### config.mk
export PLATFORM = sky130hd
export DESIGN_NAME = mem_stage
export DESIGN_NICKNAME = d
export VERILOG_FILES = /design/src/rtl/mem_stage_pkg.sv /design/src/rtl/mem_load_align.sv /design/src/rtl/mem_stage.sv
export SDC_FILE = /design/constraint.sdc
export NUM_CORES = 1
export LEC_CHECK = 0
export BUFFER_PORTS_ARGS = -buffer_cell sky130_fd_sc_hd__buf_2
export CAP_MARGIN = 20
export CELL_PAD_IN_SITES_DETAIL_PLACEMENT = 0
export CELL_PAD_IN_SITES_GLOBAL_PLACEMENT = 1
export CORE_UTILIZATION = 26
export CTS_CLUSTER_DIAMETER = 200
export DETAILED_ROUTE_END_ITERATION = 10
export PLACE_DENSITY_LB_ADDON = 0.08
export SYNTH_ARGS = -nofsm -noshare
export SYNTH_HDL_FRONTEND = slang
export SYNTH_SLANG_ARGS = --single-unit
### constraint.sdc
create_clock -name clk -period 1.6 [get_ports clk]
set_input_delay 0.16 -clock clk [delete_from_list [all_inputs] [get_ports clk]]
set_output_delay 0.16 -clock clk [all_outputs]
set_load 0.05 [all_outputs]
### src/rtl/mem_stage_pkg.sv
// mem_stage_pkg: global bus widths, mem-op encodings, mem FSM states and byte-strobe constants
package mem_stage_pkg;
    localparam int REG_DATA_BUS = 32;
    localparam int REG_ADDR_BUS = 5;
    typedef enum logic [3:0] {
        MEM_NONE = 4'd0, MEM_LB, MEM_LBU, MEM_LH, MEM_LHU, MEM_LW, MEM_SB, MEM_SH, MEM_SW
    } mem_op_e;
    typedef enum logic [1:0] {IDLE, REQ, WAIT} mem_state_e;
    localparam logic [3:0] STRB_NONE = 4'b0000;
    localparam logic [3:0] STRB_B = 4'b0001;
    localparam logic [3:0] STRB_H = 4'b0011;
    localparam logic [3:0] STRB_W = 4'b1111;
endpackage

### src/rtl/mem_load_align.sv
// mem_load_align: little-endian lane select with sign/zero extension of a loaded word
module mem_load_align
    import mem_stage_pkg::*;
#(
    parameter int DATA_W = 32
) (
    input  logic [3:0]        op,
    input  logic [1:0]        off,
    input  logic [DATA_W-1:0] word,
    output logic [DATA_W-1:0] data
);
    logic [7:0] b;
    logic [15:0] h;
    always_comb begin
        b = word[{off, 3'b000} +: 8];
        h = off[1] ? word[31:16] : word[15:0];
        data = op == MEM_LB  ? {{(DATA_W-8){b[7]}}, b} :
               op == MEM_LBU ? {{(DATA_W-8){1'b0}}, b} :
               op == MEM_LH  ? {{(DATA_W-16){h[15]}}, h} :
               op == MEM_LHU ? {{(DATA_W-16){1'b0}}, h} : word;
    end
endmodule

### src/rtl/mem_stage.sv
// mem_stage: single-outstanding load/store stage; MEM_ALIGN_CHECK_EN rejects misaligned accesses with align_err_o
module mem_stage
    import mem_stage_pkg::*;
#(
    parameter int DATA_W  = 32,
    parameter int RADDR_W = 5
) (
    input  logic               clk,
    input  logic               rst,
    input  logic [3:0]         mem_op_i,
    input  logic [DATA_W-1:0]  mem_addr_i,
    input  logic [DATA_W-1:0]  mem_wdata_i,
    input  logic [DATA_W-1:0]  reg_write_data_i,
    input  logic [RADDR_W-1:0] reg_write_addr_i,
    input  logic               reg_write_en_i,
    output logic               stall_req_o,
    output logic               req_valid_o,
    input  logic               req_ready_i,
    output logic               req_write_o,
    output logic [DATA_W-1:0]  req_addr_o,
    output logic [DATA_W-1:0]  req_wdata_o,
    output logic [3:0]         req_wstrb_o,
    input  logic               resp_valid_i,
    input  logic [DATA_W-1:0]  resp_rdata_i,
    output logic [DATA_W-1:0]  reg_write_data_o,
    output logic [RADDR_W-1:0] reg_write_addr_o,
    output logic               reg_write_en_o,
    output logic               align_err_o
);
    mem_state_e state, state_n;
    logic is_mem, is_st, is_h, is_w, mis, go;
    logic [1:0] off;
    logic [3:0] strb;
    logic [DATA_W-1:0] wdata, ld_data;
    assign is_mem = mem_op_i inside {MEM_LB, MEM_LBU, MEM_LH, MEM_LHU, MEM_LW, MEM_SB, MEM_SH, MEM_SW};
    assign is_st = mem_op_i inside {MEM_SB, MEM_SH, MEM_SW};
    assign is_h = mem_op_i inside {MEM_LH, MEM_LHU, MEM_SH};
    assign is_w = mem_op_i inside {MEM_LW, MEM_SW};
`ifdef MEM_ALIGN_CHECK_EN
    assign mis = (is_h && mem_addr_i[0]) || (is_w && mem_addr_i[1:0] != 2'b00);
`else
    assign mis = 1'b0;
`endif
    // Offending low bits are masked, so accesses without the check are forced aligned
    assign off = is_w ? 2'b00 : is_h ? {mem_addr_i[1], 1'b0} : mem_addr_i[1:0];
    assign go = is_mem && !mis;
    always_comb begin
        strb = mem_op_i == MEM_SB ? STRB_B << off :
               mem_op_i == MEM_SH ? STRB_H << off :
               mem_op_i == MEM_SW ? STRB_W : STRB_NONE;
        wdata = mem_op_i == MEM_SB ? {4{mem_wdata_i[7:0]}} :
                mem_op_i == MEM_SH ? {2{mem_wdata_i[15:0]}} : mem_wdata_i;
        state_n = state == IDLE ? (go ? REQ : IDLE) :
                  state == REQ  ? (req_ready_i ? WAIT : REQ) :
                  state == WAIT ? (resp_valid_i ? IDLE : WAIT) : IDLE;
    end
    assign stall_req_o = (state == IDLE && go) || state == REQ || (state == WAIT && !resp_valid_i);
    assign req_valid_o = state == REQ;
    assign req_write_o = req_valid_o && is_st;
    assign req_addr_o = req_valid_o ? {mem_addr_i[DATA_W-1:2], 2'b00} : '0;
    assign req_wdata_o = req_valid_o && is_st ? wdata : '0;
    assign req_wstrb_o = req_valid_o ? strb : STRB_NONE;
    mem_load_align #(.DATA_W(DATA_W)) u_align (
        .op(mem_op_i),
        .off(off),
        .word(resp_rdata_i),
        .data(ld_data)
    );
    always_ff @(posedge clk or posedge rst) begin
        if (rst) begin
            state <= IDLE;
            reg_write_data_o <= '0;
            reg_write_addr_o <= '0;
            reg_write_en_o <= 1'b0;
            align_err_o <= 1'b0;
        end else begin
            state <= state_n;
            align_err_o <= state == IDLE && mis;
            if (state == IDLE) begin
                reg_write_data_o <= is_mem ? '0 : reg_write_data_i;
                reg_write_addr_o <= is_mem ? '0 : reg_write_addr_i;
                reg_write_en_o <= !is_mem && reg_write_en_i;
            end else if (state == WAIT && resp_valid_i) begin
                reg_write_data_o <= is_st ? '0 : ld_data;
                reg_write_addr_o <= reg_write_addr_i;
                reg_write_en_o <= !is_st && reg_write_en_i;
            end
        end
    end
endmodule
==> reports/metrics.cfg <==
[run_status]
status = finished with violations
violations = hold timing, setup timing

[cells_and_area]
syn2layout_area_growth_pct = 88.8
nFillCells = 1316
final_cell_mix = 175 x buf_2, 64 x buf_4, 60 x buf_6
layout-drive-gt1-share_pct = 56.3
multiInputGateArea_sq_um = 3050
stdcell_area_sq_um = 7090
antennaDiodeCount = 0
finish.net_count = 919
ff_latch_area_sq_um = 1000
finalNonFillerCells = 958
final_common_cell = buf_2

[clock_network]
cts_buffers = 5
tritoncts = done
clkLatencyLatePin_ns = 0.29
clock_sinks = 40
clock_path_buffers = 2
htree_levels = 2
clockRootBuffer = clkbuf_16
clkTransAtPathRegs_ns = 0.06

[synthesis]
async_reset_ff_share_pct = 100
synth_area_leaders = dfrtp_1 27%, a21oi_1 7.6%, mux2i_1 6.4%
syn_area_sq_um = 3750
synth_area_leader_cell = dfrtp_1
syn_avg_cell_area_sq_um = 7.83
synth.ff_latch_count = 40
synth_edf_count = 0
synthCells = 479
synth_warnings = 0
synth.top_cell.area_share_pct = 26.7
ys.flop_type = dfrtp_1
yosysUniqueCellTypes = 58
ys_seq_area_share_pct = 26.7

[power]
power.total_mw = 9.86
p_leak_nw = 3.37
power.density_nw_per_um2 = 1390
peakVddDrop_v = 0.000878

[floorplanning]
fp.dieArea_sq_um = 14900
fp.dieH_microns = 122
core_area_sq_um = 14000
die_x_microns = 122
initial_core_util_pct = 26.8
num_rows = 43
num_io_pins = 252

[worst_setup_path]
timing.reg2reg.setup_slack_ns = -0.10
r2r_end = reg_write_data_o[3]$_DFFE_PP0P_
worst-setup-path-type = flop to output pin
critical_path.endpoint_type = output pin
critical_path.startpoint = state[1]$_DFF_PP0_
rr_startpoint = state[0]$_DFF_PP0_
required_ns = 1.44
r2r_cells = 6
crit_path_max_fanout = 8
cp.arrival_ns = 1.61
start_kind = flop

[global_routing]
grt_pass1_wl_microns = 25800
grt_antenna_before_repair = 1
overflow = 0
grt_pass1_vias = 4949
grt_usage_pct = 22.4
grt_max_degree = 41

[timing]
fmax_mhz = 565
final.period_utilization_pct = 111
grt_setup_unrepaired = true
relSlewSlack_pct = 63.3
drv_slew = 0
tightest_slew_ns = 0.550
whs_ns = -0.00309
worst_slack_ns = -0.171
hold_viol_final = 7
fin_skew_ns = 0.00395
fin_crit_ns = 1.77
setup_viol = 56

[routing]
firstDrtPassIters = 6
wirelength_microns = 17200
via_per_inst = 5.16
antenna_left = 0
wl_per_cell_microns = 18.0
vias = 4944
drc_errors = 0
drt_iter0_drc = 225

[placement]
io_buffers = 248
dpl_worst_slack_ns = -0.410
place_inst = 938
place_congestion = 0.865
dp_hpwl_microns = 13200
dpl_cell_area_sq_um = 6130

[job]
drv_cap = 0

[worst_hold_path]
hp-class = primary input to asynchronous set/reset pin

[worst max-delay path: stages (launching register included)]
cell and delay (ns):
dfrtp_1 0.41, nand2b_4 0.17, inv_6 0.09, o21ai_4 0.11, buf_12 0.17, a211oi_4 0.17, buf_6 0.19
[cells by family (layout without fill, tap and decap cells)]
| logic type | count (synthesis) | after routing | synth area share (%) |
|---|---|---|---|
| xor+xnor | 2 | 2 | 0.467 |
| compound gates | 178 | 179 | 32.7 |
| flops | 40 | 40 | 26.7 |
| buf+inv | 50 | 346 | 6.44 |
| simple gates | 175 | 175 | 24.5 |
| mux | 33 | 33 | 9.10 |
| other cells | 1 | 3 | 0.0999 |
[sequential cells by signal (all words and copies together) (netlist names)]
name	cells
reg_write_en_o	1
reg_write_data_o	32
state	2
reg_write_addr_o	5
[cells in the mapped netlist (7+ instances only)]
library cell and n:
o22a_1 8, clkbuf_1 22, mux2i_1 24, and2_1 38, nor2_1 55, nand2_1 48, a32oi_1 8, o221ai_1 7
a21oi_1 57, o22ai_1 24, a21o_1 15, mux2_2 9, buf_2 7, dfrtp_1 40, buf_4 8, a211oi_1 8
a31oi_1 8, a21oi_2 10, a222oi_1 8
[how the worst max path moves through the flow]
stage | end | slack [ns] | depth (start not counted)
2_1_floorplan | req_wdata_o[28] | -0.25 | 5
3_3_place_gp | reg_write_data_o[29]$_DFFE_PP0P_ | -0.36 | 7
3_5_place_dp | reg_write_data_o[28]$_DFFE_PP0P_ | -0.41 | 7
4_1_cts | req_wdata_o[24] | -0.17 | 6
5_1_grt | reg_write_data_o[3]$_DFFE_PP0P_ | -0.24 | 6
6_report | req_wdata_o[29] | -0.17 | 6
[final cells by class]
cell class | instances | share of cell area (%)
multi-input cells | 392 | 43.1
flip-flops and latches | 40 | 14.1
clock buffers | 7 | 2.15
repair buffers | 332 | 36.7
inverters | 6 | 0.388
clock inverters | 1 | 0.424
well taps | 180 | 3.18
[power by group]
part	leakage, nW	internal (mW)	switching (mW)	total [mW]
logic	2.79	2.36	4.45	6.82
registers	0.493	1.49	0.302	1.79
clock network	0.0901	0.822	0.429	1.25
total	3.37	4.68	5.18	9.86
[timing repair]
action / in CTS / in global routing
resized for setup: 146 / 58
pin swaps: 10 / 9
setup buffers: 8 / 3
setup endpoints to repair: 98 / 104
hold buffers: 0 / 0
gates cloned: 1 / 0
[through the flow]
step	util, %	hold slack, ns	setup TNS, ns
2_1_floorplan	-	0.277	-9.02
3_3_place_gp	43.8	0.322	-17.74
3_5_place_dp	43.8	0.339	-19.46
4_1_cts	49.0	0.0224	-7.07
5_1_grt	50.7	0.0605	-10.45
6_report	50.7	-0.00309	-4.07
[layer usage]
metal / track usage [%] / wire (microns)
met5: 0 / 0
met4: 5.79 / 313
met3: 2.90 / 991
met2: 41.9 / 9100
met1: 26.7 / 6800
(Power assumes the default switching activity.)
